## config.mk

```make
export PLATFORM = sky130hd
export DESIGN_NAME = wb_mem_master
export DESIGN_NICKNAME = d
export VERILOG_FILES = /design/src/rtl/wb_mem_master.sv
export SDC_FILE = /design/constraint.sdc
export NUM_CORES = 1
export LEC_CHECK = 0
export CAP_MARGIN = 25
export CORE_MARGIN = 1.5
export CORE_UTILIZATION = 24
export CTS_CLUSTER_DIAMETER = 60
export DETAILED_ROUTE_END_ITERATION = 10
export GPL_TIMING_DRIVEN = 0
export PLACE_DENSITY = 0.52
export SYNTH_ARGS = -nofsm -noshare
export SYNTH_HDL_FRONTEND = slang
export SYNTH_SLANG_ARGS = --single-unit
```

## constraint.sdc

```tcl
create_clock -name wb_clk_i -period 2.3 [get_ports wb_clk_i]
set_clock_uncertainty 0.15 [all_clocks]
set_input_delay 0.575 -clock wb_clk_i [delete_from_list [all_inputs] [get_ports wb_clk_i]]
set_output_delay 0.575 -clock wb_clk_i [all_outputs]
set_load 0.05 [all_outputs]
```

## src/rtl/wb_mem_master.sv

```systemverilog
// wb_mem_master: Wishbone initiator for single core load/store/tag requests.
// Converts one request at a time into a bus cycle on the tagged RAM port,
// rejects misaligned accesses without touching the bus, formats read data
// and gives up on a cycle after TIMEOUT_CYCLES strobe cycles without ack.
//
// state | meaning
// IDLE  | ready for a request; bus quiet, address/data/sel/we held
// BUS   | cyc/stb asserted, waiting for ack or timeout
// RESP  | one-cycle response pulse; bus quiet (turnaround gap)

module wb_mem_master #(
    parameter int WB_DATA_WIDTH     = 32,
    parameter int WB_ADDR_WIDTH     = 32,
    parameter int WB_SEL_WIDTH      = 4,
    parameter int GRANULE_TAG_WIDTH = 4,
    parameter int TIMEOUT_CYCLES    = 16
) (
    input  logic                     wb_clk_i,
    input  logic                     wb_rst_n_i,
    // core request / response
    input  logic                     req_valid_i,
    output logic                     req_ready_o,
    input  logic [WB_ADDR_WIDTH-1:0] req_addr_i,
    input  logic [WB_DATA_WIDTH-1:0] req_data_i,
    input  logic                     req_we_i,
    input  logic [1:0]               req_size_i,
    input  logic                     req_signed_i,
    output logic                     rsp_valid_o,
    output logic [WB_DATA_WIDTH-1:0] rsp_data_o,
    output logic                     rsp_err_o,
    // wishbone initiator port
    output logic [WB_ADDR_WIDTH-1:0] wb_addr_o,
    output logic [WB_DATA_WIDTH-1:0] wb_data_o,
    output logic [WB_SEL_WIDTH-1:0]  wb_sel_o,
    output logic                     wb_we_o,
    output logic                     wb_cyc_o,
    output logic                     wb_stb_o,
    input  logic                     wb_ack_i,
    input  logic [WB_DATA_WIDTH-1:0] wb_data_i
);

    localparam logic [1:0] ST_IDLE = 2'd0;
    localparam logic [1:0] ST_BUS  = 2'd1;
    localparam logic [1:0] ST_RESP = 2'd2;

    localparam logic [1:0] SZ_BYTE = 2'b00;
    localparam logic [1:0] SZ_HALF = 2'b01;
    localparam logic [1:0] SZ_WORD = 2'b10;
    localparam logic [1:0] SZ_TAG  = 2'b11;

    localparam int CNT_W = $clog2(TIMEOUT_CYCLES + 1);
    localparam logic [CNT_W-1:0] CNT_LAST = CNT_W'(TIMEOUT_CYCLES - 1);

    logic [1:0]               r_state;
    logic [CNT_W-1:0]         r_cnt;
    logic [1:0]               r_size;
    logic                     r_signed;
    logic [WB_ADDR_WIDTH-1:0] r_wb_addr;
    logic [WB_DATA_WIDTH-1:0] r_wb_data;
    logic [WB_SEL_WIDTH-1:0]  r_wb_sel;
    logic                     r_wb_we;
    logic [WB_DATA_WIDTH-1:0] r_rsp_data;
    logic                     r_rsp_err;

    logic                     w_misaligned;
    logic [WB_SEL_WIDTH-1:0]  w_sel;
    logic [WB_DATA_WIDTH-1:0] w_rd_fmt;
    logic                     w_accept;

    assign w_accept = (r_state == ST_IDLE) && req_valid_i;

    // Alignment check and byte-select encoding for the incoming request
    always_comb begin
        w_misaligned = 1'b0;
        w_sel        = WB_SEL_WIDTH'(4'b0001);
        case (req_size_i)
            SZ_BYTE: w_sel = WB_SEL_WIDTH'(4'b0001);
            SZ_HALF: begin
                w_sel        = WB_SEL_WIDTH'(4'b0011);
                w_misaligned = req_addr_i[0];
            end
            SZ_WORD: begin
                w_sel        = WB_SEL_WIDTH'(4'b1111);
                w_misaligned = (req_addr_i[1:0] != 2'b00);
            end
            SZ_TAG:  w_sel = WB_SEL_WIDTH'(4'b0101);
            default: w_sel = WB_SEL_WIDTH'(4'b0001);
        endcase
    end

    // Read data formatting from the captured size/sign of the bus cycle
    always_comb begin
        w_rd_fmt = '0;
        case (r_size)
            SZ_BYTE: w_rd_fmt = {{(WB_DATA_WIDTH-8){r_signed & wb_data_i[7]}},
                                 wb_data_i[7:0]};
            SZ_HALF: w_rd_fmt = {{(WB_DATA_WIDTH-16){r_signed & wb_data_i[15]}},
                                 wb_data_i[15:0]};
            SZ_WORD: w_rd_fmt = wb_data_i;
            SZ_TAG:  w_rd_fmt = {{(WB_DATA_WIDTH-GRANULE_TAG_WIDTH){1'b0}},
                                 wb_data_i[GRANULE_TAG_WIDTH-1:0]};
            default: w_rd_fmt = '0;
        endcase
    end

    // Control FSM with strobe timeout counter
    always_ff @(posedge wb_clk_i or negedge wb_rst_n_i) begin
        if (!wb_rst_n_i) begin
            r_state <= ST_IDLE;
            r_cnt   <= '0;
        end else begin
            case (r_state)
                ST_IDLE: begin
                    if (w_accept) begin
                        r_cnt   <= '0;
                        r_state <= w_misaligned ? ST_RESP : ST_BUS;
                    end
                end
                ST_BUS: begin
                    // ack wins over a coincident timeout
                    if (wb_ack_i || (r_cnt == CNT_LAST)) begin
                        r_state <= ST_RESP;
                    end else begin
                        r_cnt <= r_cnt + CNT_W'(1);
                    end
                end
                ST_RESP: r_state <= ST_IDLE;
                default: r_state <= ST_IDLE;
            endcase
        end
    end

    // Bus request registers; held after the cycle so the slave can finish
    // sub-word writes and tag checks against the same address
    always_ff @(posedge wb_clk_i or negedge wb_rst_n_i) begin
        if (!wb_rst_n_i) begin
            r_wb_addr <= '0;
            r_wb_data <= '0;
            r_wb_sel  <= '0;
            r_wb_we   <= 1'b0;
            r_size    <= SZ_BYTE;
            r_signed  <= 1'b0;
        end else if (w_accept && !w_misaligned) begin
            r_wb_addr <= req_addr_i;
            r_wb_data <= req_data_i;
            r_wb_sel  <= w_sel;
            r_wb_we   <= req_we_i;
            r_size    <= req_size_i;
            r_signed  <= req_signed_i;
        end
    end

    // Response payload, captured on the cycle that decides the outcome
    always_ff @(posedge wb_clk_i or negedge wb_rst_n_i) begin
        if (!wb_rst_n_i) begin
            r_rsp_data <= '0;
            r_rsp_err  <= 1'b0;
        end else begin
            case (r_state)
                ST_IDLE: begin
                    if (w_accept && w_misaligned) begin
                        r_rsp_data <= '0;
                        r_rsp_err  <= 1'b1;
                    end
                end
                ST_BUS: begin
                    if (wb_ack_i) begin
                        r_rsp_data <= r_wb_we ? '0 : w_rd_fmt;
                        r_rsp_err  <= 1'b0;
                    end else if (r_cnt == CNT_LAST) begin
                        r_rsp_data <= '0;
                        r_rsp_err  <= 1'b1;
                    end
                end
                default: ;
            endcase
        end
    end

    // cyc/stb decode straight from state so reset drops them asynchronously
    assign wb_cyc_o    = (r_state == ST_BUS);
    assign wb_stb_o    = (r_state == ST_BUS);
    assign req_ready_o = (r_state == ST_IDLE);
    assign rsp_valid_o = (r_state == ST_RESP);
    assign rsp_data_o  = rsp_valid_o ? r_rsp_data : '0;
    assign rsp_err_o   = rsp_valid_o & r_rsp_err;

    assign wb_addr_o = r_wb_addr;
    assign wb_data_o = r_wb_data;
    assign wb_sel_o  = r_wb_sel;
    assign wb_we_o   = r_wb_we;

endmodule

```

== Word level (Yosys, flattened, before mapping) ==
Cells that the tools add are included.

* Logic and storage cells: 61
* Latch bits: 0
* Register bits: 112
* Bits of input ports: 104
* Memory bits (writable): 0
* ROM bits: 0
* Memories kept: 0
* Output and inout bits: 106

* Divide/modulo/power cells: 0
* Mux-type cells: 20
* Multiply operators: 0
* Bitwise operators: 3
* Reductions and logical operators: 13
* Shift-type cells: 0
* Add/subtract/negate cells: 1
* Eq/ne operators: 14
* Order comparisons: 0

{| class="wikitable"
|+ Operators with widths
! operator !! count
|-
| $mux W32 || 5
|-
| $pmux W32 S4 || 1
|-
| $pmux W32 S2 || 1
|-
| $pmux W4 S4 || 1
|-
| $eq A2 B2 Y1 const B || 5
|-
| $mux W5 || 2
|-
| $pmux W5 S2 || 1
|-
| $eq A2 B1 Y1 const B || 3
|-
| $logic_not A2 Y1 || 3
|-
| $mux W2 || 3
|-
| $ne A2 B1 Y1 const B || 3
|-
| $reduce_and A3 Y1 || 2
|-
| $add A5 B1 Y5 const B || 1
|-
| $eq A5 B4 Y1 const B || 1
|-
| $pmux W1 S2 || 2
|-
| $pmux W2 S2 || 1
|-
| $reduce_bool A2 Y1 || 2
|-
| $and A1 B1 Y1 || 3
|-
| $logic_and A1 B1 Y1 || 3
|-
| $mux W1 || 3
|-
| $ne A3 B1 Y1 const B || 1
|-
| $ne A2 B2 Y1 const B || 1
|-
| $reduce_and A2 Y1 || 1
|-
| $logic_not A1 Y1 || 1
|-
| $logic_or A1 B1 Y1 || 1
|}

== Longest topological paths before layout ==
Gate-level depths: netlist (run 1).

* Depth after elaboration: 5
* Gate-level depth with buffers: 8
* Mapped depth without buffers: 7

== Worst setup path after synthesis (run 1) ==
Ideal clock, no wire load.

* Path type: register -> output
* Start: register r_state[1]
* End: output rsp_data_o[22]
* Path slack: -250 ps
* Buffers on the path: 1
* Data arrival time: 1825 ps
* Stages on the path, launching flop included: 4
* Data required time: 1575 ps
* Path through: dfrtp_1 -> nor2b_1 -> clkbuf_1 -> and2_1

* Longest elaborated chain between the ends: 2

{| class="wikitable"
|+ RTL lines
! what !! RTL line !! text
|-
| start, declared || 54 || <nowiki>logic [1:0] r_state;</nowiki>
|-
| start signal, assigned || 116 || <nowiki>r_state <= w_misaligned ? ST_RESP : ST_BUS;</nowiki>
|-
| $eq A2 B2 Y1 || 184 || <nowiki>assign rsp_valid_o = (r_state == ST_RESP);</nowiki>
|-
| net rsp_valid_o || 28 || <nowiki>output logic rsp_valid_o,</nowiki>
|-
| $mux W32 || 185 || <nowiki>assign rsp_data_o = rsp_valid_o ? r_rsp_data : '0;</nowiki>
|-
| end, declared || 29 || <nowiki>output logic [WB_DATA_WIDTH-1:0] rsp_data_o,</nowiki>
|}

The timed path passes the listed nets, and every way through them passes these cells.

== Worst setup path in the final report (run 1) ==
* Start: register r_state[0]
* End: output rsp_data_o[5]

* Longest elaborated chain between the ends: 2

{| class="wikitable"
|+ RTL lines
! what !! RTL line
|-
| $eq A2 B2 Y1 || 184
|-
| $mux W32 || 185
|}

No other way between the ends.

==> run_results.csv, run 1 <==
group,metric,value,unit
yosys,avgSynthCellArea,14.0,sq um
floorplan,core_area,0.0197,sq mm
yosys,yosysWarnings,0,
yosys,synth_ff_type,"dfrtp_1",
final_layout,syn_to_final_growth,61.9,%
global_route,antenna_found_initial,3,
place,dp_worst_setup_slack,-714,ps
floorplan,dieArea,0.0211,sq mm
sta,setup_violations,0,
yosys,synthCells,347,
power,ir_worst_vdd,0.000746,V
yosys,yosysUniqueCellTypes,35,
floorplan,io_pins,210,
sta,worst_pin_slew,580,ps
yosys,ys_ff_latch,112,
global_route,grt_pass1_wl,21500,um
global_route,overflow,0,
clock_tree,insertion_delay,350,ps
sta,fin_crit,2260,ps
detailed_routing,drc_errors,0,
clock_tree,cts_max_level,3,
detailed_routing,wl_per_cell,15.6,um
sta,fin_tns_setup,0,ps
detailed_routing,num_vias,3541,
final_layout,drive_gt1_share,29.6,%
power,p_per_area,1400,mW/mm^2
sta,fmax,443,MHz
final_layout,final_cell_mix,"140 x clkdlybuf4s50_1, 110 x dfrtp_1, 36 x mux2_2, 30 x mux2_4, 27 x dlymetal6s2s_1",
power,total_power,11.0,mW
global_route,grt_max_degree,58,
critical_path,cp_max_fo,10,
final_layout,fin_area,0.00785,sq mm
global_route,grt.total_usage,12.8,%
critical_path,crit_path_end_kind,"output port",
place,place.gp.congestion,0.707,
sta,postLayoutSetupSlackWorst,41.3,ps
yosys,synth-async-reset-ratio,100,%
sta,rsz0062_at_grt,"true",
place,place_hpwl,9700,um
floorplan,start_util,24.7,%
floorplan,fp.dieW,145,um
critical_path,worstSetupPathType,"reg -> out",
critical_path,cp.arrival,1530,ps
yosys,syn-cell-area,0.00485,sq mm
floorplan,rows,51,
final_layout,n_fill_cell,1934,
detailed_routing,viasPerCell,4.20,
place,port_buffers,209,
place,place_inst,822,
min_path,min_path_type,"in -> async",
global_route,first_global_vias,3974,
yosys,synth_edf_count,0,
sta,maxSlewHeadroom,61.2,%
final_layout,instances_no_fill,844,
clock_tree,tritoncts,"built",
clock_tree,cts_buffer_depth,2,
critical_path,worstPathRequired,1570,ps
detailed_routing,dr.pass1.iters,4,
power,p_leak,3.69,nW
final_layout,utilization,40.0,%
clock_tree,root_buffer,"clkbuf_16",
final_layout,mostFrequentLayoutCell,"clkdlybuf4s50_1",
sta,finalHoldViolCount,0,
clock_tree,cts.sinks,112,
yosys,ys_seq_area_share,57.8,%
place,dpl_cell_area,0.00730,sq mm
yosys,synth_fp_nets,458,
sta,period_share,98.2,%
yosys,synth_top_area_share,57.8,%
clock_tree,clk_pin_slew,80,ps
sta,fin_hold_ws,31.2,ps
clock_tree,numCtsBuffers,9,
run_status,status,"finished clean",
detailed_routing,postRouteAntennaNets,0,
critical_path,worst_setup_path_start_kind,"register",
clock_tree,hold_buffers,0,
final_layout,fin_nets,683,
sta,slew_violations,0,
detailed_routing,drt_iter0_drc,105,
floorplan,dieHeight,145,um
yosys,ys_top_cells_by_area,"dfrtp_1 58%, mux2_4 9.3%, mux2_2 8.4%",
yosys,synth_top_area_cell,"dfrtp_1",
detailed_routing,postRouteWirelength,13100,um
run,cap_violations,0,
routing by layer:
layer	vias to the layer above	part of all wire (%)	global-route usage [%]
met5	-	0.12	0
met4	2	1.2	4.13
met1	1735	43	15.4
met2	130	49	21.1
li1	1663	-	-
met3	11	7.4	4.78
what timing repair did:
item,4_1_cts,5_1_grt
gates resized for setup,251,61
setup buffers,4,0
cloned,0,0
setup endpoints to repair,139,59
pin swaps,4,3
final timing paths:
path                        startpoint             to  slack, ps  cells after the start
max                         r_state[0]  rsp_data_o[5]         40                      5
min                         wb_rst_n_i  r_rsp_data[6]         30                      1
max reg2reg                   r_cnt[0]       r_cnt[3]        210                      7
min reg2reg                wb_sel_o[0]    wb_sel_o[0]        330                      1
max in group asynchronous   wb_rst_n_i       r_cnt[1]       1290                      2
min in group wb_clk_i      wb_sel_o[0]    wb_sel_o[0]        330                      1
flip-flops by register name, summed over array words and instances, names as in the netlist:
signal,cells
r_size,2
r_signed,1
wb_sel_o,4
wb_data_o,32
r_state,2
r_rsp_err,1
r_rsp_data,32
wb_we_o,1
r_cnt,5
wb_addr_o,32
cell type report:
| type | count | area, sq um | share of cell area (%) |
|---|---|---|---|
| clock buffers | 9 | 225 | 2.87 |
| inverters | 4 | 15.0 | 0.191 |
| clock inverters | 7 | 86.3 | 1.10 |
| flip-flops and latches | 112 | 2810 | 35.7 |
| plain buffers | 19 | 176 | 2.25 |
| multi-input cells | 212 | 1950 | 24.8 |
| well taps | 265 | 332 | 4.22 |
| diodes | 2 | 5.00 | 0.0637 |
| repair buffers | 214 | 2260 | 28.8 |
critical path: stages (launching register included):
cell and delay (ps):
dfrtp_2 450, nor2b_4 180, buf_6 130, buf_8 120
and2_1 140, buf_6 160
cells by family (layout without fill, tap and decap cells):
group,count (synthesis),count (layout),share of synthesized area (%)
flops,112,112,57.8
simple gates,89,89,10.8
mux,68,68,18.1
compound gates,46,46,7.79
buf+inv,23,253,3.40
fa+ha+maj,7,7,1.81
xor+xnor,2,2,0.361
other cells,0,2,0
power breakdown:
group / switching, mW / internal, mW / leakage, nW / total [mW]
sequential: 0.520 / 2.89 / 1.38 / 3.41
combinational: 3.56 / 2.40 / 2.16 / 5.96
clock: 0.792 / 0.870 / 0.150 / 1.66
synth_stat cells (all sizes together), types with 2 or more instances:
| library cell | instances |
|---|---|
| nor2b | 3 |
| dfrtp | 112 |
| ha | 7 |
| nor2 | 15 |
| and2 | 33 |
| o21ai | 6 |
| a22o | 25 |
| mux2 | 68 |
| o2bb2ai | 8 |
| xor2 | 2 |
| a21boi | 2 |
| inv | 4 |
| nand3 | 2 |
| clkbuf | 5 |
| nand2b | 18 |
| buf | 14 |
| nand2 | 11 |
(Power assumes the default switching activity.)
==> run 2: changes to the inputs <==
--- a/config.mk
+++ b/config.mk
@@ -6,7 +6,7 @@
 export NUM_CORES = 1
 export LEC_CHECK = 0
 export CAP_MARGIN = 25
-export CORE_MARGIN = 1.5
+export CORE_MARGIN = 2
 export CORE_UTILIZATION = 24
 export CTS_CLUSTER_DIAMETER = 60
 export DETAILED_ROUTE_END_ITERATION = 10
==> run_results.csv, run 2 (synthesis results as in run 1) <==
group,metric,value,unit
run_status,status,"finished clean",
critical_path,worstSetupPathType,"reg -> out",
clock_tree,root_buffer,"clkbuf_16",
detailed_routing,drt_iter0_drc,109,
clock_tree,cts_max_level,3,
clock_tree,clk_pin_slew,80,ps
critical_path,worstPathCellList,"clkdlybuf4s50_1",
sta,worst_pin_slew,576,ps
detailed_routing,num_vias,3497,
final_layout,drive_gt1_share,29.0,%
critical_path,cp_max_fo,2,
sta,finalHoldViolCount,0,
global_route,grt_max_degree,60,
sta,setup_violations,0,
place,place.gp.congestion,0.732,
detailed_routing,viasPerCell,4.11,
floorplan,core_area,0.0200,sq mm
final_layout,final_cell_mix,"139 x clkdlybuf4s50_1, 110 x dfrtp_1, 41 x buf_6, 36 x mux2_2, 30 x mux2_4",
place,place_hpwl,9650,um
critical_path,worst_setup_path_start_kind,"register",
global_route,antenna_found_initial,0,
detailed_routing,dr.pass1.iters,4,
global_route,grt.total_usage,12.5,%
detailed_routing,wl_per_cell,15.7,um
clock_tree,cts.sinks,112,
floorplan,start_util,24.2,%
power,p_per_area,1400,mW/mm^2
sta,maxSlewHeadroom,61.6,%
sta,period_share,98.2,%
sta,slew_violations,0,
detailed_routing,postRouteWirelength,13300,um
sta,fin_tns_setup,0,ps
power,ir_worst_vdd,0.000696,V
clock_tree,hold_buffers,0,
min_path,min_path_type,"in -> async",
critical_path,path_delay_family,"buffers and inverters",
critical_path,max_stage_delay,820,ps
sta,fmax,443,MHz
final_layout,syn_to_final_growth,61.3,%
sta,fin_crit,2260,ps
floorplan,fp.dieW,146,um
global_route,overflow,0,
critical_path,crit_path_end_kind,"output port",
final_layout,diodes,0,
run,cap_violations,0,
clock_tree,cts_buffer_depth,2,
critical_path,critPathBufInv,1,
critical_path,cp.arrival,1530,ps
clock_tree,numCtsBuffers,9,
critical_path,slowest_stage,"clkdlybuf4s50_1",
floorplan,dieHeight,146,um
clock_tree,tritoncts,"built",
final_layout,fin_nets,686,
detailed_routing,drc_errors,0,
final_layout,utilization,39.0,%
detailed_routing,postRouteAntennaNets,0,
global_route,first_global_vias,3839,
global_route,grt_pass1_wl,21300,um
floorplan,io_pins,210,
power,p_leak,3.69,nW
floorplan,rows,52,
final_layout,n_fill_cell,1959,
floorplan,dieArea,0.0214,sq mm
place,port_buffers,209,
clock_tree,insertion_delay,350,ps
critical_path,worstPathRequired,1570,ps
final_layout,mostFrequentLayoutCell,"clkdlybuf4s50_1",
## run 2: cell types whose count changed in the layout (fill, tap and decap cells not counted), moves of 2 or more
cell,before,now
buf_4,15,7
inv_6,1,3
buf_8,18,1
buf_6,15,41
and2_1,17,22
inv_8,2,0
diode_2,2,0
and2_4,16,11
## run 2: stage by stage
step	area [sq um]	std cells	worst slack (ps)	hold slack, ps	power [mW]
global placement	7280	826	-4110	302	9.33
finish	7820	850	42.2	35.8	10.9
detailed placement	7310	827	-793	308	9.40
floorplan	4850	347	17.4	129	7.34
global route	7820	850	-7.60	73.4	11.5
CTS	7650	847	-46.9	56.6	11.1
## run 2: final cells by class
type	count	area, sq um	share of cell area, %
buffer	18	168	2.14
clock buffer	9	225	2.88
clock inverter	7	55.1	0.704
inverter	4	15.0	0.192
multi-input combinational	212	1940	24.8
sequential	112	2810	35.9
tap	270	338	4.32
timing repair buffer	218	2280	29.1
## run 2: path summary, 6_finish.rpt
path | start | endpoint | slack, ps | cells past startpoint
worst max-delay path | wb_addr_o[19] | wb_addr_o[19] | 40 | 1
worst min-delay path | wb_rst_n_i | r_rsp_data[6] | 40 | 1
worst max register to register | r_cnt[0] | r_cnt[3] | 220 | 7
worst min register to register | wb_sel_o[0] | wb_sel_o[0] | 320 | 1
max in group asynchronous | wb_rst_n_i | wb_data_o[27] | 1290 | 2
min in group wb_clk_i | wb_sel_o[0] | wb_sel_o[0] | 320 | 1
## run 2: report_power, final
part           switching (mW)  internal [mW]
clock                   0.786          0.749
combinational            3.58           2.41
sequential              0.516           2.89
## run 2: what timing repair did
item,CTS,global route
buffers inserted,4,3
endpoints found under the setup margin,143,61
pin swaps,1,0
gates resized for setup,239,63
gates cloned,0,1
## run 2: per-layer routing
layer  GRT usage (%)  up-vias  part of all wire [%]
li1                -     1661                     -
met1            16.1     1707                    45
met2            20.1      123                    48
met3            4.66        6                   7.1
met4            3.20        0                  0.81
met5               0        -                     0
